## config.mk

```make
export PLATFORM = sky130hd
export DESIGN_NAME = mmio_gpio_bank_flat
export DESIGN_NICKNAME = d
export VERILOG_FILES = /design/src/rtl/mmio_gpio_bank_if.sv /design/src/rtl/mmio_gpio_bank.sv /design/src/flat_wrapper.sv
export SDC_FILE = /design/constraint.sdc
export NUM_CORES = 1
export LEC_CHECK = 0
export ABC_AREA = 1
export CAP_MARGIN = 0
export CELL_PAD_IN_SITES_DETAIL_PLACEMENT = 0
export CELL_PAD_IN_SITES_GLOBAL_PLACEMENT = 1
export CORE_MARGIN = 2
export CORE_UTILIZATION = 40
export DETAILED_ROUTE_END_ITERATION = 7
export PLACE_DENSITY_LB_ADDON = 0.1
export SLEW_MARGIN = 20
export SYNTH_ARGS = -nofsm -noshare
export SYNTH_HDL_FRONTEND = slang
export SYNTH_SLANG_ARGS = --single-unit
```

## constraint.sdc

```tcl
create_clock -name CLK -period 4.7 [get_ports CLK]
set_input_delay 0.94 -clock CLK [delete_from_list [all_inputs] [get_ports CLK]]
set_output_delay 0.94 -clock CLK [all_outputs]
set_load 0.02 [all_outputs]
```

## src/rtl/mmio_gpio_bank_if.sv

```systemverilog
// Data-memory bus slice seen by the GPIO bank: word address, lane-placed write
// data with byte strobes, access qualifiers and the registered read return.
interface mmio_gpio_bank_if;
  logic [29:0] MADDR;
  logic [31:0] MDATAO;
  logic [3:0]  MWSTB;
  logic        WE;
  logic        RE;
  logic [31:0] RDATA;
  logic        RHIT;

  modport master (output MADDR, MDATAO, MWSTB, WE, RE, input RDATA, RHIT);
  modport slave  (input MADDR, MDATAO, MWSTB, WE, RE, output RDATA, RHIT);
endinterface

```

## src/rtl/mmio_gpio_bank.sv

```systemverilog
// Memory-mapped GPIO/LED bank: NCH channels with set/clear/toggle aliases,
// synchronised inputs with W1C rising-edge interrupts. Optional PWM: MMIO_GPIO_PWM_EN.
module mmio_gpio_bank #(
  parameter logic [31:0] BASE  = 32'h0012_0000,
  parameter int          NCH   = 4,
  parameter int          WIDTH = 32
) (
  input  logic                 CLK,
  input  logic                 RSTN,
  mmio_gpio_bank_if.slave      bus,
  input  logic [NCH*WIDTH-1:0] GPIO_I,
  output logic [NCH*WIDTH-1:0] GPIO_O,
  output logic                 IRQ
);

  typedef logic [NCH-1:0][WIDTH-1:0] chan_vec_t;

  localparam logic [2:0] REG_OUT  = 3'd0;
  localparam logic [2:0] REG_SET  = 3'd1;
  localparam logic [2:0] REG_CLR  = 3'd2;
  localparam logic [2:0] REG_TGL  = 3'd3;
  localparam logic [2:0] REG_IN   = 3'd4;
  localparam logic [2:0] REG_DUTY = 3'd5;
  localparam logic [9:0] WOFF_STAT = 10'h100;
  localparam logic [9:0] WOFF_EN   = 10'h101;

  chan_vec_t        out_r;
  chan_vec_t        out_nxt_s;
  chan_vec_t        sync1_r;
  chan_vec_t        sync2_r;
  chan_vec_t        prev_r;
  logic [NCH-1:0]   stat_r;
  logic [NCH-1:0]   stat_nxt_s;
  logic [NCH-1:0]   stat_clr_s;
  logic [NCH-1:0]   en_r;
  logic [NCH-1:0]   en_nxt_s;
  logic [NCH-1:0]   edge_s;
  logic [1:0]       arm_r;
  logic             armed_s;
  logic             irq_r;
  logic [31:0]      rdata_r;
  logic             rhit_r;
  logic [31:0]      rmux_s;

  logic             hit_s;
  logic [9:0]       woff_s;
  logic [6:0]       ch_s;
  logic [2:0]       reg_s;
  logic             ch_hit_s;
  logic             wr_s;
  logic             rd_s;
  logic [31:0]      bmask_s;
  logic [WIDTH-1:0] wkeep_s;
  logic [WIDTH-1:0] wbits_s;
  logic [NCH-1:0]   nkeep_s;
  logic [NCH-1:0]   nbits_s;
  logic [WIDTH-1:0] sel_out_s;
  logic [WIDTH-1:0] sel_in_s;

  assign hit_s    = (bus.MADDR[29:10] == BASE[31:12]);
  assign woff_s   = bus.MADDR[9:0];
  assign ch_s     = woff_s[9:3];
  assign reg_s    = woff_s[2:0];
  assign ch_hit_s = (ch_s < 7'(NCH));
  assign wr_s     = bus.WE & hit_s;
  assign rd_s     = bus.RE & hit_s;
  assign bmask_s  = {{8{bus.MWSTB[3]}}, {8{bus.MWSTB[2]}}, {8{bus.MWSTB[1]}}, {8{bus.MWSTB[0]}}};
  assign wkeep_s  = bmask_s[WIDTH-1:0];
  assign wbits_s  = bus.MDATAO[WIDTH-1:0] & wkeep_s;
  assign nkeep_s  = bmask_s[NCH-1:0];
  assign nbits_s  = bus.MDATAO[NCH-1:0] & nkeep_s;

  // Edges are ignored until the synchroniser holds post-reset samples, so an
  // input already high at reset release never looks like a rising edge.
  assign armed_s    = (arm_r == 2'd3);
  assign stat_nxt_s = (stat_r & ~stat_clr_s) | edge_s;

  // Bus write decode: channel aliases and global registers, strobe-masked
  always_comb begin
    out_nxt_s  = out_r;
    en_nxt_s   = en_r;
    stat_clr_s = '0;
    for (int c = 0; c < NCH; c++) begin
      if (wr_s && (ch_s == 7'(c))) begin
        case (reg_s)
          REG_OUT: out_nxt_s[c] = (out_r[c] & ~wkeep_s) | wbits_s;
          REG_SET: out_nxt_s[c] = out_r[c] | wbits_s;
          REG_CLR: out_nxt_s[c] = out_r[c] & ~wbits_s;
          REG_TGL: out_nxt_s[c] = out_r[c] ^ wbits_s;
          default: out_nxt_s[c] = out_r[c];
        endcase
      end else begin
        out_nxt_s[c] = out_r[c];
      end
    end
    if (wr_s && (woff_s == WOFF_STAT)) begin
      stat_clr_s = nbits_s;
    end else if (wr_s && (woff_s == WOFF_EN)) begin
      en_nxt_s = (en_r & ~nkeep_s) | nbits_s;
    end else begin
      stat_clr_s = '0;
      en_nxt_s   = en_r;
    end
  end

  // Per-channel rising-edge detect and AND-OR channel select for reads
  always_comb begin
    edge_s    = '0;
    sel_out_s = '0;
    sel_in_s  = '0;
    for (int c = 0; c < NCH; c++) begin
      edge_s[c] = armed_s & (|(sync2_r[c] & ~prev_r[c]));
      sel_out_s = sel_out_s | ((ch_s == 7'(c)) ? out_r[c] : '0);
      sel_in_s  = sel_in_s | ((ch_s == 7'(c)) ? sync2_r[c] : '0);
    end
  end

`ifdef MMIO_GPIO_PWM_EN
  logic [NCH-1:0][7:0] duty_r;
  logic [NCH-1:0][7:0] duty_nxt_s;
  logic [7:0]          sel_duty_s;
  logic [7:0]          pcnt_r;
  chan_vec_t           pwm_s;
  chan_vec_t           gpio_o_r;

  // Duty writes (lane 0 only), PWM gating and duty read select
  always_comb begin
    duty_nxt_s = duty_r;
    pwm_s      = '0;
    sel_duty_s = 8'd0;
    for (int c = 0; c < NCH; c++) begin
      if (wr_s && (ch_s == 7'(c)) && (reg_s == REG_DUTY) && bus.MWSTB[0]) begin
        duty_nxt_s[c] = bus.MDATAO[7:0];
      end else begin
        duty_nxt_s[c] = duty_r[c];
      end
      pwm_s[c]   = out_r[c] & {WIDTH{(duty_r[c] == 8'hFF) || (pcnt_r < duty_r[c])}};
      sel_duty_s = sel_duty_s | ((ch_s == 7'(c)) ? duty_r[c] : 8'd0);
    end
  end

  // PWM counter, duty registers and glitch-free registered outputs
  always_ff @(posedge CLK) begin
    if (!RSTN) begin
      duty_r   <= '1;
      pcnt_r   <= 8'd0;
      gpio_o_r <= '0;
    end else begin
      duty_r   <= duty_nxt_s;
      pcnt_r   <= pcnt_r + 8'd1;
      gpio_o_r <= pwm_s;
    end
  end

  assign GPIO_O = gpio_o_r;
`else
  assign GPIO_O = out_r;
`endif

  // Read mux; out-of-range channels and unused offsets read zero
  always_comb begin
    rmux_s = 32'd0;
    if (woff_s == WOFF_STAT) begin
      rmux_s = 32'(stat_r);
    end else if (woff_s == WOFF_EN) begin
      rmux_s = 32'(en_r);
    end else if (ch_hit_s) begin
      case (reg_s)
        REG_OUT, REG_SET, REG_CLR, REG_TGL: rmux_s = 32'(sel_out_s);
        REG_IN:   rmux_s = 32'(sel_in_s);
`ifdef MMIO_GPIO_PWM_EN
        REG_DUTY: rmux_s = 32'(sel_duty_s);
`else
        REG_DUTY: rmux_s = 32'd0;
`endif
        default:  rmux_s = 32'd0;
      endcase
    end else begin
      rmux_s = 32'd0;
    end
  end

  // Register state, synchroniser chain, interrupt and read return
  always_ff @(posedge CLK) begin
    if (!RSTN) begin
      out_r   <= '0;
      stat_r  <= '0;
      en_r    <= '0;
      sync1_r <= '0;
      sync2_r <= '0;
      prev_r  <= '0;
      arm_r   <= 2'd0;
      irq_r   <= 1'b0;
      rdata_r <= 32'd0;
      rhit_r  <= 1'b0;
    end else begin
      out_r   <= out_nxt_s;
      stat_r  <= stat_nxt_s;
      en_r    <= en_nxt_s;
      sync1_r <= GPIO_I;
      sync2_r <= sync1_r;
      prev_r  <= sync2_r;
      arm_r   <= armed_s ? arm_r : (arm_r + 2'd1);
      irq_r   <= |(stat_r & en_r);
      rdata_r <= rd_s ? rmux_s : 32'd0;
      rhit_r  <= rd_s;
    end
  end

  assign IRQ       = irq_r;
  assign bus.RDATA = rdata_r;
  assign bus.RHIT  = rhit_r;

endmodule
```

## src/flat_wrapper.sv

```systemverilog
// flat-port wrapper written by rule: the top's interface ports become plain ports
module mmio_gpio_bank_flat 
#(
  parameter logic [31:0] BASE  = 32'h0012_0000,
  parameter int          NCH   = 4,
  parameter int          WIDTH = 32
)
  (CLK, RSTN, GPIO_I, GPIO_O, IRQ, bus_MADDR, bus_MDATAO, bus_MWSTB, bus_WE, bus_RE, bus_RDATA, bus_RHIT);
  mmio_gpio_bank_if bus_i ();
  input  logic CLK;
  input  logic RSTN;
  input  logic [NCH*WIDTH-1:0] GPIO_I;
  output logic [NCH*WIDTH-1:0] GPIO_O;
  output logic IRQ;
  input wire logic [$bits(bus_i.MADDR)-1:0] bus_MADDR;
  input wire logic [$bits(bus_i.MDATAO)-1:0] bus_MDATAO;
  input wire logic [$bits(bus_i.MWSTB)-1:0] bus_MWSTB;
  input wire logic [$bits(bus_i.WE)-1:0] bus_WE;
  input wire logic [$bits(bus_i.RE)-1:0] bus_RE;
  output wire logic [$bits(bus_i.RDATA)-1:0] bus_RDATA;
  output wire logic [$bits(bus_i.RHIT)-1:0] bus_RHIT;
  assign bus_i.MADDR = bus_MADDR;
  assign bus_i.MDATAO = bus_MDATAO;
  assign bus_i.MWSTB = bus_MWSTB;
  assign bus_i.WE = bus_WE;
  assign bus_i.RE = bus_RE;
  assign bus_RDATA = bus_i.RDATA;
  assign bus_RHIT = bus_i.RHIT;
  mmio_gpio_bank #(.BASE(BASE), .NCH(NCH), .WIDTH(WIDTH)) u_core (.CLK(CLK), .RSTN(RSTN), .bus(bus_i), .GPIO_I(GPIO_I), .GPIO_O(GPIO_O), .IRQ(IRQ));
endmodule
```

==> impl_metrics.py, run 1 <==
metrics = {
    "global_routing": {
        "grt_pass1_vias": 21300,
        "grt_use_met1_pct": 32.4,
        "grt_first_pass_wirelength_um": 123000,
        "grt_max_degree": 155,
        "use_met2_pct": 37.1,
        "met3_usage_pct": 3.07,
        "track_usage_pct": 23.1,
        "antenna_found_initial": 0,
        "grt-busiest-layer": "met2",
        "gr-total-overflow": 0,
    },
    "place": {
        "portBuffers": 359,
        "gp_congestion": 0.829,
        "dp_hpwl_um": 52000,
        "post-place-ws_ps": 982,
    },
    "outcome": {
        "status": "complete, no violations",
    },
    "cts": {
        "clock_path_buffers": 3,
        "cts.sinks": 556,
        "cts-htree-levels": 2,
        "holdBufCountCts": 0,
        "clkLatencyLatePin_ps": 640,
        "cts_buffers": 60,
        "cts_tree": "built",
        "cts-root-buf": "clkbuf_16",
        "cts-resized-gates": 0,
        "post-cts-setup-buffers": 0,
        "path_clk_slew_ps": 60,
    },
    "worst_setup_path": {
        "crit_start": "bus_MADDR[8]",
        "r2r_slack_ps": 3270,
        "critical_path_class": "input pin to flip-flop",
        "cpPeakStageDelay_ps": 510,
        "r2r_start": "u_core.sync2_r[86]",
        "arrival_ps": 3610,
        "worstSetupEndpointType": "flip-flop",
        "start_kind": "input pin",
        "cp_common_cell": "nand2_1",
        "cp.required_ps": 5270,
        "path_cells": "clkdlybuf4s50_1, inv_2, nand2_2, nor2_8, buf_12, and2_2, nand4_4, buf_4, nand2_1, nand2_1, nor2_1",
        "cp_num_buf_inv": 4,
        "cpLargestDelayFamily": "buffers and inverters",
        "crit_fanout": 143,
        "worst_path_max_delay_cell": "buf_12",
        "cp-endpoint": "u_core.GPIO_O[20]",
        "ff2ff_path_depth": 8,
        "regToRegEndpoint": "u_core.stat_r[2]",
        "cp.depth": 11,
    },
    "synth": {
        "synth_top_family_by_area": "simple AND/OR/NAND/NOR gates",
        "postSynthAreaPerCell_um2": 6.66,
        "synthesis.area_um2": 26300,
        "yosysWarnings": 0,
        "yosysUniqueCellTypes": 28,
        "synthXorXnorAreaFrac_pct": 0.0334,
        "synth_cells": 3945,
        "synth-seq-area-share_pct": 42.4,
        "synth-compound-area-share_pct": 5.47,
        "synth_mux_area_share_pct": 0,
        "syn_nets": 4272,
        "synthSimpleGateAreaFrac_pct": 31.4,
        "ys_ff_latch": 556,
        "synth-adder-area-share_pct": 6.15,
    },
    "sta": {
        "max_freq_ghz": 0.329,
        "hold_slack_ps": 397,
        "finalCritPeriodShare_pct": 64.7,
        "skew_ps": 24.9,
        "finalSetupTns_ps": 0,
        "tightest_slew_ps": 1080,
        "drv_slew": 0,
        "fin_crit_ps": 3040,
        "slew_headroom_pct": 27.9,
        "rsz0062_at_grt": "no",
        "layout_setup_ws_ps": 1660,
        "finalHoldViolations": 0,
        "setup_viol": 0,
    },
    "die": {
        "die_w_um": 260,
        "num_rows": 93,
        "io_pins": 360,
        "dieArea_um2": 67700,
        "core_area_um2": 64700,
        "start_util_pct": 40.6,
        "die_h_um": 260,
    },
    "cells_and_area": {
        "fin_util_pct": 50.4,
        "area_delta_synth_final_pct": 24.1,
        "drive_gt1_share_pct": 4.23,
        "final_nets": 4534,
        "antenna_cells": 0,
    },
    "drt": {
        "drtIter0Drc": 1827,
        "wl_um": 79100,
        "wire_per_inst_um": 15.5,
        "drtPass1Iterations": 6,
        "vias": 23300,
        "viasPerCell": 4.57,
        "drcViolationCount": 0,
        "antenna_left": 0,
    },
    "power": {
        "vdd_drop_max_v": 0.000284,
        "power_density_nw_per_um2": 332,
        "total_power_mw": 10.8,
        "p_leak_nw": 17.6,
    },
    "hold_path": {
        "hp-class": "flip-flop to flip-flop",
    },
    "run": {
        "cap_violations": 0,
    },
}
-- Yosys cell counts --
cell type | number | area share [%]
nor3_1 | 31 | 0.59
nor2_4 | 4 | 0.17
nor2_2 | 4 | 0.095
ha_1 | 129 | 6.1
buf_1 | 17 | 0.24
nand2_4 | 1 | 0.043
and2_2 | 2 | 0.057
nand2_1 | 1316 | 19
clkbuf_1 | 109 | 1.6
inv_2 | 7 | 0.10
buf_2 | 54 | 1.0
xor2_1 | 1 | 0.033
dfxtp_1 | 556 | 42
buf_4 | 3 | 0.086
a21oi_2 | 20 | 0.67
nor2_8 | 3 | 0.23
inv_1 | 780 | 11
nand4_4 | 4 | 0.32
buf_6 | 8 | 0.34
o21ai_0 | 198 | 3.8
a21oi_1 | 45 | 0.86
o22ai_1 | 6 | 0.14
nor2_1 | 322 | 4.6
a221oi_1 | 1 | 0.033
nand2_2 | 2 | 0.048
nand3_1 | 254 | 4.8
nand4_1 | 67 | 1.6
nor3_2 | 1 | 0.038
-- per-stage QoR --
step	area, um2	cells
floorplan	26300	3945
global placement	30500	5000
detailed placement	30500	5000
CTS	32600	5109
global route	32600	5109
finish	32600	5109
-- worst reg2reg max path: stages (launching register included) --
cell and delay (ps):
dfxtp_1 370, nand2_1 90, o21ai_0 70, nor2_1 130, nand2_1 130, nor2_1 270, nand2_1 130, nand2_1 80
a21oi_1 60
-- final cells by class --
type	instances	area, um2
clock buffers	79	1630
clock inverters	30	514
fillers	6586	32100
inverters	787	2950
multi-input cells	2411	11300
flip-flops and latches	556	11100
well taps	855	1070
repair buffers	391	3950
-- cells in the final DEF (no fill, tap or decap), drive strengths merged --
cell | synthesis | layout
xor2 | 1 | 1
nand3 | 254 | 254
clkbuf | 109 | 79
nor3 | 32 | 32
clkinv | 0 | 13
o22ai | 6 | 6
nand2 | 1319 | 1319
a21oi | 65 | 65
nor2 | 333 | 333
inv | 787 | 788
bufinv | 0 | 12
buf | 82 | 33
dfxtp | 556 | 556
and2 | 2 | 2
a221oi | 1 | 1
nand4 | 71 | 71
clkdlybuf4s50 | 0 | 358
o21ai | 198 | 198
clkinvlp | 0 | 4
ha | 129 | 129
-- metal layers --
layer  up-vias  share of wire, %  wire, um
li1      12300                 -         -
met1     10400                47     37500
met2       549                45     35400
met3       113               5.2      4130
met4         0               2.7      2120
met5         -                 0         0
-- flip-flops by register name (all words and copies together) (netlist names), named ones only --
register	cells
u_core.stat_r	4
u_core.bus.RHIT	1
u_core.bus.RDATA	32
u_core.arm_r	2
u_core.prev_r	128
u_core.sync2_r	128
u_core.IRQ	1
u_core.sync1_r	128
u_core.GPIO_O	128
-- worst min-delay path by stage --
stage / to / slack, ps / cells after the start / from
floorplan: u_core.sync2_r[0] / 390 / 2 / u_core.sync1_r[0]
global placement: u_core.sync2_r[82] / 390 / 2 / u_core.sync1_r[82]
detailed placement: u_core.sync2_r[103] / 400 / 2 / u_core.sync1_r[103]
CTS: u_core.sync2_r[99] / 400 / 2 / u_core.sync1_r[99]
global route: u_core.sync2_r[22] / 420 / 2 / u_core.sync1_r[22]
finish: u_core.sync2_r[99] / 400 / 2 / u_core.sync1_r[99]
-- cells by family (layout without fill, tap and decap cells) --
group           Yosys count  count (layout)
fa+ha+maj               129             129
simple gates           2011            2011
compound gates          270             270
xor+xnor                  1               1
flops                   556             556
buf+inv                 978            1287
-- where the power goes --
part / switching [mW] / internal [mW] / total [mW]
clock: 2.00 / 3.11 / 5.10
sequential: 0.0677 / 4.86 / 4.92
combinational: 0.486 / 0.314 / 0.800
Note: power is estimated with default switching activity, not from simulation.
==> inputs of run 2 (changes only) <==
--- a/config.mk
+++ b/config.mk
@@ -10,7 +10,7 @@
 export CELL_PAD_IN_SITES_DETAIL_PLACEMENT = 0
 export CELL_PAD_IN_SITES_GLOBAL_PLACEMENT = 1
 export CORE_MARGIN = 2
-export CORE_UTILIZATION = 40
+export CORE_UTILIZATION = 35
 export DETAILED_ROUTE_END_ITERATION = 7
 export PLACE_DENSITY_LB_ADDON = 0.1
 export SLEW_MARGIN = 20
==> constraint.sdc (replaced) <==
create_clock -name CLK -period 2.75 [get_ports CLK]
set_input_delay 0.55 -clock CLK [delete_from_list [all_inputs] [get_ports CLK]]
set_output_delay 0.55 -clock CLK [all_outputs]
set_load 0.02 [all_outputs]
==> run 2 against run 1 <==
First-iteration DRC count down 12%. Combinational power increased by 81%. Sequential power rose by 71%. Final area rose by 2.7%. Clock skew decreased by 0.78 ps. Via count rose by 0.19%. Wire length grew 6.3%. Clock power is 75% higher. Register-to-register slack got worse by 1900 ps. Non-clock buffer count rose by 42. Worst hold slack worse by 120 ps. Sequential cell count is the same. Largest cell class unchanged. Largest power group unchanged.
==> impl_metrics.py, run 2 (same netlist as run 1, synthesis figures left out) <==
metrics = {
    "outcome": {
        "status": "complete, no violations",
    },
    "worst_setup_path": {
        "cp_num_buf_inv": 1,
        "cpPeakStageDelay_ps": 680,
        "critical_path_class": "flip-flop to primary output",
        "arrival_ps": 1830,
        "start_kind": "flip-flop",
        "path_cells": "clkdlybuf4s50_1",
        "worst_path_max_delay_cell": "clkdlybuf4s50_1",
        "cpLargestDelayFamily": "buffers and inverters",
        "crit_fanout": 4,
        "cp.required_ps": 2200,
        "worstSetupEndpointType": "primary output",
    },
    "cells_and_area": {
        "area_delta_synth_final_pct": 27.5,
        "drive_gt1_share_pct": 5.39,
        "final_nets": 4582,
        "layout_common_cells": "1,315 x nand2_1, 780 x inv_1, 556 x dfxtp_1, 358 x clkdlybuf4s50_1, 320 x nor2_1",
        "design_area_um2": 33500,
        "fill_cells": 7742,
        "antenna_cells": 0,
        "final_common_cell": "nand2_1",
    },
    "cts": {
        "clock_path_buffers": 3,
        "cts-htree-levels": 3,
        "cts_tree": "built",
        "cts.sinks": 556,
        "cts-root-buf": "clkbuf_16",
        "path_clk_slew_ps": 60,
        "holdBufCountCts": 0,
        "cts-resized-gates": 0,
        "clkLatencyLatePin_ps": 610,
        "cts_buffers": 66,
        "post-cts-setup-buffers": 0,
    },
    "power": {
        "vdd_drop_max_v": 0.000356,
        "internal_power_mw": 14.2,
        "p_sw_mw": 4.63,
        "p_leak_nw": 18.0,
        "power_density_nw_per_um2": 562,
        "power_frac_comb_pct": 7.7,
        "pwr-share-clk_pct": 47.5,
        "seq_power_share_pct": 44.8,
        "total_power_mw": 18.8,
        "p_sw_share_pct": 24.6,
    },
    "global_routing": {
        "grt_first_pass_wirelength_um": 130000,
        "track_usage_pct": 21.7,
        "gr-total-overflow": 0,
        "grt_pass1_vias": 21900,
        "antenna_found_initial": 1,
        "grt_max_degree": 125,
    },
    "sta": {
        "max_freq_ghz": 0.421,
        "finalSetupTns_ps": 0,
        "finalHoldViolations": 0,
        "rsz0062_at_grt": "no",
        "slew_headroom_pct": 57.8,
        "skew_ps": 24.1,
        "drv_slew": 0,
        "finalCritPeriodShare_pct": 86.4,
        "hold_slack_ps": 281,
        "tightest_slew_ps": 631,
        "fin_crit_ps": 2380,
        "setup_viol": 0,
    },
    "die": {
        "num_rows": 100,
        "core_area_um2": 74300,
        "io_pins": 360,
        "die_h_um": 278,
        "dieArea_um2": 77200,
        "start_util_pct": 35.3,
        "die_w_um": 278,
    },
    "drt": {
        "vias": 23400,
        "drcViolationCount": 0,
        "viasPerCell": 4.43,
        "antenna_left": 0,
        "wl_um": 84100,
        "drtIter0Drc": 1614,
        "drtPass1Iterations": 5,
        "wire_per_inst_um": 15.9,
    },
    "place": {
        "portBuffers": 359,
        "gp_congestion": 0.824,
        "dp_hpwl_um": 58700,
        "place_area_um2": 31300,
    },
    "run": {
        "cap_violations": 0,
    },
    "hold_path": {
        "hp-class": "input pin to flip-flop",
    },
}
run 2: final timing paths:
kind                 startpoint                 end  slack, ps  cells past startpoint
max reg2reg  u_core.sync2_r[55]    u_core.stat_r[1]       1350                      8
max           u_core.GPIO_O[60]          GPIO_O[60]        370                      1
min                        RSTN    u_core.prev_r[1]        280                      3
min reg2reg  u_core.sync1_r[29]  u_core.sync2_r[29]        400                      2
run 2: final cells by class:
| type | instances | area, um2 | share of cell area, % |
|---|---|---|---|
| timing repair buffer | 433 | 4600 | 13.8 |
| clock buffer | 93 | 1900 | 5.68 |
| inverter | 787 | 2950 | 8.82 |
| multi-input combinational | 2411 | 11400 | 33.9 |
| tap | 969 | 1210 | 3.62 |
| sequential | 556 | 11100 | 33.2 |
| clock inverter | 25 | 323 | 0.964 |
run 2: metal layers:
metal	track usage, %	vias up	part of all wire [%]
li1	-	12400	-
met1	29.3	10400	48
met2	35.6	443	46
met3	3.76	118	4.2
met4	6.07	2	2.6
met5	0	-	0.0095
run 2: metrics by stage:
stage | setup slack, ps | std cells | utilization, %
after floorplan | 979 | 3945 | -
after global placement | 83.8 | 5156 | 42.1
after detailed placement | 67.1 | 5156 | 42.1
after CTS | 356 | 5274 | 45.0
after global routing | 354 | 5274 | 45.0
final | 374 | 5274 | 45.0
run 2: power by group through the flow:
stage                     clock network (mW)  registers, mW  logic, mW
final                                   8.93           8.42       1.45
after global routing                    9.50           8.44       1.65
after CTS                               9.19           8.42       1.48
after detailed placement                   0           8.60       1.48
after global placement                     0           8.60       1.47
after floorplan                            0           8.55      0.795
==> inputs of run 3 (changes only) <==
--- a/config.mk
+++ b/config.mk
@@ -6,7 +6,7 @@
 export NUM_CORES = 1
 export LEC_CHECK = 0
 export ABC_AREA = 1
-export CAP_MARGIN = 0
+export CAP_MARGIN = 10
 export CELL_PAD_IN_SITES_DETAIL_PLACEMENT = 0
 export CELL_PAD_IN_SITES_GLOBAL_PLACEMENT = 1
 export CORE_MARGIN = 2
==> results of run 3 <==
No change in the layout: final DEF, timing and power equal those of run 2.
